### src/rtl/branch_predictor.sv
// Direct-mapped branch target buffer with 2-bit saturating direction counters.
// Zero-latency lookup for IF; one resolved-branch update per cycle plus statistics counters.
module branch_predictor #(
    parameter int         ENTRIES  = 64,
    parameter int         IDX_W    = $clog2(ENTRIES),
    parameter logic [1:0] CNT_INIT = 2'b10
) (
    input  logic        clk,
    input  logic        rstn,
    input  logic [31:0] lookup_pc,
    output logic        pred_taken,
    output logic [31:0] pred_target,
    input  logic        upd_valid,
    input  logic [31:0] upd_pc,
    input  logic        upd_taken,
    input  logic        upd_is_jump,
    input  logic [31:0] upd_target,
    input  logic        upd_pred_taken,
    input  logic [31:0] upd_pred_target,
    input  logic        flush_all,
    output logic        mispredict,
    output logic [31:0] upd_cnt,
    output logic [31:0] mispred_cnt
);
    localparam int TAG_W = 30 - IDX_W;

    logic [ENTRIES-1:0] valid;
    logic [TAG_W-1:0]   tag_mem    [ENTRIES];
    logic [31:0]        target_mem [ENTRIES];
    logic [1:0]         cnt_mem    [ENTRIES];
    logic               jump_mem   [ENTRIES];

    logic [IDX_W-1:0] lk_idx;
    logic [TAG_W-1:0] lk_tag;
    logic             lk_hit;
    logic [IDX_W-1:0] up_idx;
    logic [TAG_W-1:0] up_tag;
    logic             up_hit;
    logic [1:0]       cnt_next;
    logic             table_wr;
    logic             unused_pc_bits;

    // Instructions are word aligned, so the low two PC bits carry no information.
    assign unused_pc_bits = ^{lookup_pc[1:0], upd_pc[1:0]};

    assign lk_idx = lookup_pc[IDX_W+1:2];
    assign lk_tag = lookup_pc[31:IDX_W+2];
    assign lk_hit = valid[lk_idx] && (tag_mem[lk_idx] == lk_tag);

    assign pred_taken  = lk_hit && (jump_mem[lk_idx] || cnt_mem[lk_idx][1]);
    assign pred_target = pred_taken ? target_mem[lk_idx] : lookup_pc + 32'd4;

    assign up_idx = upd_pc[IDX_W+1:2];
    assign up_tag = upd_pc[31:IDX_W+2];
    assign up_hit = valid[up_idx] && (tag_mem[up_idx] == up_tag);

    assign mispredict = upd_valid &&
                        ((upd_pred_taken != upd_taken) ||
                         (upd_taken && (upd_pred_target != upd_target)));

    // NOTE: every variable assigned in always_comb gets a value first, so no latch is inferred.
    always_comb begin
        cnt_next = cnt_mem[up_idx];
        if (upd_taken) begin
            if (cnt_next != 2'b11) cnt_next = cnt_next + 2'd1;
        end else begin
            if (cnt_next != 2'b00) cnt_next = cnt_next - 2'd1;
        end
    end

    // A miss that was not taken leaves the table alone; flush discards the update.
    assign table_wr = upd_valid && !flush_all && (up_hit || upd_taken);

    // NOTE: the payload arrays carry no reset; an entry is only visible through its valid bit,
    // which reset and flush clear, so stale payload behind a clear valid bit is harmless.
    always_ff @(posedge clk) begin
        if (table_wr) begin
            cnt_mem[up_idx] <= up_hit ? cnt_next : CNT_INIT;
            if (upd_taken) begin
                tag_mem[up_idx]    <= up_tag;
                target_mem[up_idx] <= upd_target;
                jump_mem[up_idx]   <= upd_is_jump;
            end
        end
    end

    // NOTE: sequential state uses non-blocking assignments so every flop samples pre-edge values.
    always_ff @(posedge clk or negedge rstn) begin
        if (!rstn) begin
            valid <= '0;
        end else if (flush_all) begin
            valid <= '0;
        end else if (upd_valid && upd_taken) begin
            valid[up_idx] <= 1'b1;
        end
    end

    // Statistics ignore flush_all and stick at all-ones instead of wrapping.
    always_ff @(posedge clk or negedge rstn) begin
        if (!rstn) begin
            upd_cnt     <= '0;
            mispred_cnt <= '0;
        end else begin
            if (upd_valid && (upd_cnt != 32'hFFFF_FFFF)) upd_cnt <= upd_cnt + 32'd1;
            if (mispredict && (mispred_cnt != 32'hFFFF_FFFF)) mispred_cnt <= mispred_cnt + 32'd1;
        end
    end

endmodule

### config.mk
export PLATFORM = sky130hd
export DESIGN_NAME = branch_predictor
export DESIGN_NICKNAME = d
export VERILOG_FILES = /design/src/rtl/branch_predictor.sv
export SDC_FILE = /design/constraint.sdc
export NUM_CORES = 2
export LEC_CHECK = 0
export ABC_CLOCK_PERIOD_IN_PS = 27300
export CAP_MARGIN = 20
export CORE_UTILIZATION = 50
export DETAILED_ROUTE_END_ITERATION = 6
export PLACE_DENSITY = 0.66
export SYNTH_ARGS = -nofsm -noshare
export SYNTH_HDL_FRONTEND = slang
export SYNTH_SLANG_ARGS = --single-unit
### constraint.sdc
create_clock -name clk -period 27.3 [get_ports clk]
set_input_delay 4.095 -clock clk [delete_from_list [all_inputs] [get_ports clk]]
set_output_delay 4.095 -clock clk [all_outputs]
set_load 0.05 [all_outputs]
After elaboration in Yosys (flattened, before gate mapping)

Memory sizes are Yosys's and may differ from the RTL's.
Cells that the tools add are included.

Register bits after elaboration: 128
RAM bits: 3776
Input port bits: 135
Output and inout bits: 98
Logic and storage cells: 58
Memories: 4

Add/sub/neg operators: 5
Order comparisons: 3
Equal/unequal tests: 7
Mux-type cells: 18
Bitwise logic cells: 1
Reductions and logical operators: 17

Memory list:

| name       | depth | bits a word | rd ports | clocked after memory_dff | wr ports | line | text |
|---|---|---|---|---|---|---|---|
| target_mem | 64    | 32          | 1        | 0                        | 1        | 29   | `logic [31:0] target_mem [ENTRIES];` |
| tag_mem    | 64    | 24          | 2        | 0                        | 1        | 28   | `logic [TAG_W-1:0] tag_mem [ENTRIES];` |
| cnt_mem    | 64    | 2           | 2        | 0                        | 1        | 30   | `logic [1:0] cnt_mem [ENTRIES];` |
| jump_mem   | 64    | 1           | 1        | 0                        | 1        | 31   | `logic jump_mem [ENTRIES];` |

Operator list:

| operator                                                               | count |
|---|---|
| 64-bit 2-to-1 mux                                                      | 2 |
| 32-bit by 1-bit adder with 32-bit output (second input constant)       | 2 |
| 32-bit != test (second input constant)                                 | 2 |
| 64-bit bitwise OR                                                      | 1 |
| 24-bit == test                                                         | 2 |
| 32-bit by 3-bit adder with 32-bit output (second input constant)       | 1 |
| 32-bit 2-to-1 mux                                                      | 1 |
| 32-bit != test                                                         | 1 |
| 6-bit by 7-bit < comparator with 1-bit output (second input constant)  | 2 |
| 1-bit binary-select mux with 6-bit select                              | 2 |
| 1-bit logical AND                                                      | 11 |
| 1-bit 2-to-1 mux                                                       | 8 |
| 2-bit 2-to-1 mux                                                       | 4 |
| 1-bit demux with 6-bit select                                          | 1 |
| 6-bit by 1-bit >= comparator with 1-bit output (second input constant) | 1 |
| 2-bit nonzero test                                                     | 2 |
| 1-bit logical OR                                                       | 3 |
| 2-bit by 1-bit adder with 2-bit output (second input constant)         | 1 |
| 2-bit != test (second input constant)                                  | 1 |
| 2-bit by 1-bit subtractor with 2-bit output (second input constant)    | 1 |
| 1-bit zero test                                                        | 1 |
| 1-bit != test                                                          | 1 |

Depth between registers and ports, before layout

Depth in word-level cells: 7
Gate-level depth with buffers: 19
Depth with buffers taken out: 10

Worst setup path after synthesis

OpenSTA, ideal clock, no wires.

Path kind: input-to-reg
Start: in upd_pc[3]
End: mem cnt_mem[0][0], data pin
Setup time: 1.287 ns
Data arrival time: 12.340 ns
Required time: 26.013 ns
Setup slack: 13.673 ns
Stages on the path: 16
Buffers on the path: 7
Path through: buf_6 > buf_6 > buf_6 > buf_6 > buf_4 > buf_4 > buf_2 > mux2i_1 > o22ai_1 > a221oi_1 > o221ai_1 > nor4_1 > xor2_1 > nand4_1 > or2_2 > a2111oi_0

Longest elaborated chain between the ends: 5
Elaborated cells between the ends (all ways): 14
Classes of those cells: add/sub (2); eq/ne (2); mux (6); reduce/logical (2); memory (2)

RTL lines:

| item                                                                      | line   | text |
|---|---|---|
| start: declaration                                                        | 14     | `input logic [31:0] upd_pc,` |
| memory read 64 x 2 bit                                                    | n/a    |  |
| 2-bit by 1-bit subtractor with 2-bit output, or another cell as far along | 67     | `if (cnt_next != 2'b00) cnt_next = cnt_next - 2'd1;` |
| 2-bit 2-to-1 mux (on tied branches)                                       | 67, 65 |  |
| 2-bit 2-to-1 mux                                                          | 64     | `if (upd_taken) begin` |
| 2-bit 2-to-1 mux *                                                        | 78     | `cnt_mem[up_idx] <= up_hit ? cnt_next : CNT_INIT;` |
| end: declaration                                                          | 30     |  |

Mark *: on every way between the ends. The rest lies on a longest branch, timed or not. The select of a mux whose other input is x is not followed.

Final worst setup path

Start: in lookup_pc[2]
End: out pred_target[15]

Longest elaborated chain between the ends: 5
Elaborated cells between the ends (all ways): 12
Classes of those cells: add/sub (1); eq/ne (1); mux (3); reduce/logical (3); memory (4)

RTL lines:

| item                                                                                 | line | text |
|---|---|---|
| start: declaration                                                                   | 10   | `input logic [31:0] lookup_pc,` |
| memory read 64 x 24 bit or 1-bit binary-select mux with 6-bit select (tied branches) | n/a  |  |
| 24-bit == test or 1-bit 2-to-1 mux (tied branches)                                   | 48   | `assign lk_hit = valid[lk_idx] && (tag_mem[lk_idx] == lk_tag);` |
| 1-bit logical AND                                                                    | 48   |  |
| 1-bit logical AND                                                                    | 50   | `assign pred_taken = lk_hit && (jump_mem[lk_idx] \|\| cnt_mem[lk_idx][1]);` |
| 32-bit 2-to-1 mux *                                                                  | 51   | `assign pred_target = pred_taken ? target_mem[lk_idx] : lookup_pc + 32'd4;` |
| end: declaration                                                                     | 12   | `output logic [31:0] pred_target,` |

Marks and branches as above.

==> impl_metrics.env <==
export IMPL_outcome="completed"
export IMPL_power_density_mw_per_mm2=70.4
export IMPL_holdBufCountCts=0
export IMPL_row_count=211
export IMPL_dr_pass1_iters=7
export IMPL_r2r_start="tag_mem[30][11]"
export IMPL_maxCapViolations=0
export IMPL_hp_class="reg -> reg"
export IMPL_crit_end="pred_target[15]"
export IMPL_fin_crit_ns=16.06
export IMPL_clkPwrFrac=0.426
export IMPL_port_buffers=230
export IMPL_wl_um=605000
export IMPL_cts_tree="built"
export IMPL_crit_arrival_ns=11.96
export IMPL_synth_top_area_frac=0.683
export IMPL_cts_root_buffer="clkbuf_16"
export IMPL_syn_area_mm2=0.166
export IMPL_die_area_mm2=0.334
export IMPL_drcViolationCount=0
export IMPL_ant_nets=0
export IMPL_start_kind="primary input"
export IMPL_slew_viol_final=0
export IMPL_fin_area_mm2=0.188
export IMPL_synth_seq_cells=3904
export IMPL_grt_max_degree=89
export IMPL_die_w_um=578
export IMPL_wl_per_cell_um=44.3
export IMPL_postCtsSetupRepairBufs=0
export IMPL_htree_num_levels=5
export IMPL_regToRegEndpoint="cnt_mem[2][0]"
export IMPL_die_h_um=578
export IMPL_post_route_period_util=0.588
export IMPL_switching_share=0.231
export IMPL_cts_repair_resized=0
export IMPL_io_pins=233
export IMPL_rrSetupSlack_ns=21.42
export IMPL_antenna_found_initial=66
export IMPL_reg2reg_depth=11
export IMPL_start_util=0.502
export IMPL_grt_ovfl_total=0
export IMPL_leakage_nw=59.6
export IMPL_rsz0062_at_grt="false"
export IMPL_p_int_mw=10.2
export IMPL_fmax_mhz=62.3
export IMPL_synth_top_cells_by_count="3776 x edfxtp_1, 1104 x mux4_2, 330 x mux2i_1"
export IMPL_crit_type="in -> out"
export IMPL_grt_pass1_vias=96900
export IMPL_tns_ns=0
export IMPL_syn_inst=8508
export IMPL_final_util=0.568
export IMPL_synth_top_flop_cell="edfxtp_1"
export IMPL_grt_usage=0.359
export IMPL_crit_path_max_fanout=88
export IMPL_synth_async_sr_flop_share=0.0328
export IMPL_fp_coreArea_mm2=0.331
export IMPL_clkSinkCount=3904
export IMPL_cts_reportedPaths_clkPinSlew_ns=0.06
export IMPL_area_delta_synth_final_pct=13.0
export IMPL_drive_gt1_frac=0.271
export IMPL_clock_path_buffers=4
export IMPL_startpoint="lookup_pc[2]"
export IMPL_combPwrFrac=0.074
export IMPL_syn_area_per_cell_um2=19.5
export IMPL_hold_violations=0
export IMPL_relSlewSlack=0.109
export IMPL_vias=102000
export IMPL_gp_congestion=0.953
export IMPL_pwr_share_seq=0.500
export IMPL_setup_viol=0
export IMPL_synth_edf_count=3776
export IMPL_yosys_top_cells_area="edfxtp_1 68%, mux4_2 15%, mux2i_1 2.0%"
export IMPL_hpwlAfterDp_um=341000
export IMPL_syn_num_nets=8646
export IMPL_clock_skew_ns=0.0529
export IMPL_cp_required_ns=23.20
export IMPL_grt_pass1_wl_um=813000
export IMPL_p_switching_mw=3.05
export IMPL_first_iter_violations=18900
export IMPL_ys_types=100
export IMPL_tightest_slew_ns=1.33
export IMPL_viasPerCell=7.43
export IMPL_nNetsFinal=9052
export IMPL_yosysSeqAreaShare=0.702
export IMPL_synth_most_common_cell="edfxtp_1"
export IMPL_cts_inserted_buffers=403
export IMPL_ir_drop_mv=0.0621
export IMPL_crit_path_end_kind="primary output"
export IMPL_clkLatencyLatePin_ns=1.01
export IMPL_placed_cell_area_mm2=0.174
export IMPL_yosysTopAreaCell="edfxtp_1"
export IMPL_yosysWarnings=0
## stage by stage
step,hold slack [ns],cells,power (mW),setup slack (ns)
finish,0.495,13700,13.2,11.24
global route,0.502,13600,13.5,11.00
CTS,0.492,13600,13.2,11.05
detailed placement,0.481,12900,7.67,11.13
global placement,0.477,12800,7.65,11.06
floorplan,0.513,8508,7.26,13.67
## worst max-delay path: stages
cell and delay, ns:
buf_16 0.41, buf_4 0.77, buf_4 0.79, mux4_2 0.59
o2111ai_1 0.32, o31a_1 0.21, o311a_1 0.54, xnor2_1 0.17
or2_1 0.27, or4_4 0.50, nor4_4 0.62, buf_4 0.83
mux2i_1 0.71, clkdlybuf4s50_1 0.94
## layout by cell type, fill, tap and decap left out, drive strengths merged, types with 91 or more instances in the layout
cell / netlist / routed
mux4: 1110 / 1110
a221oi: 161 / 161
nand2: 234 / 234
buf: 399 / 457
o22ai: 202 / 202
dfrtp: 128 / 128
clkinv: 1 / 189
inv: 84 / 94
xnor2: 99 / 99
edfxtp: 3776 / 3776
o21ai: 119 / 119
a21oi: 165 / 165
mux2: 165 / 165
nor4: 91 / 91
a22oi: 188 / 188
clkbuf: 219 / 471
mux2i: 330 / 330
nor2: 196 / 196
clkdlybuf4s50: 0 / 162
## registers in the layout (all words and copies together) (netlist names)
name	flops
valid	64
mispred_cnt	32
target_mem	2048
jump_mem	64
tag_mem	1536
cnt_mem	128
upd_cnt	32
## power groups by stage
stage,registers [mW],clock network (mW),logic (mW)
2_1_floorplan,6.76,0,0.501
3_3_place_gp,6.73,0,0.925
3_5_place_dp,6.73,0,0.937
4_1_cts,6.60,5.64,0.940
5_1_grt,6.60,5.86,0.991
6_report,6.60,5.62,0.979
## metal layers
metal | track usage | up-vias | wire, um
li1 | - | 37000 | -
met1 | 0.460 | 52800 | 203000
met2 | 0.516 | 9437 | 262000
met3 | 0.124 | 2300 | 91000
met4 | 0.247 | 34 | 49200
met5 | 0.000142 | - | 208
## cells by family (layout without fill, tap and decap cells)
family / Yosys count / in the layout / synth area share
buffers and inverters: 703 / 1440 / 0.0227
flip-flops: 3904 / 3904 / 0.702
adder cells (fa/ha/maj): 4 / 4 / 0.000286
XOR/XNOR: 171 / 171 / 0.00911
multiplexers: 1605 / 1605 / 0.182
AO/OA/AOI/OAI: 1240 / 1240 / 0.0542
AND/OR/NAND/NOR: 881 / 881 / 0.0293
other: 0 / 57 / 0
## worst min-delay path by stage
stage / startpoint / endpoint / slack [ns] / cells past startpoint
2_1_floorplan: valid[28] / valid[28] / 0.51 / 2
3_3_place_gp: mispred_cnt[11] / mispred_cnt[11] / 0.48 / 1
3_5_place_dp: mispred_cnt[20] / mispred_cnt[20] / 0.48 / 1
4_1_cts: mispred_cnt[20] / mispred_cnt[20] / 0.49 / 1
5_1_grt: mispred_cnt[20] / mispred_cnt[20] / 0.50 / 1
6_report: mispred_cnt[20] / mispred_cnt[20] / 0.49 / 1
## area by class of cell
type	count	area, um^2
Fill cell	24400	143000
Sequential cell	3904	117000
Multi-Input combinational cell	3901	46400
Clock buffer	471	10500
Tap cell	4366	5460
Timing Repair Buffer	619	5390
Clock inverter	265	2830
Inverter	85	335
Antenna cell	57	143
No activity file was read; power rests on OpenSTA's default activity.
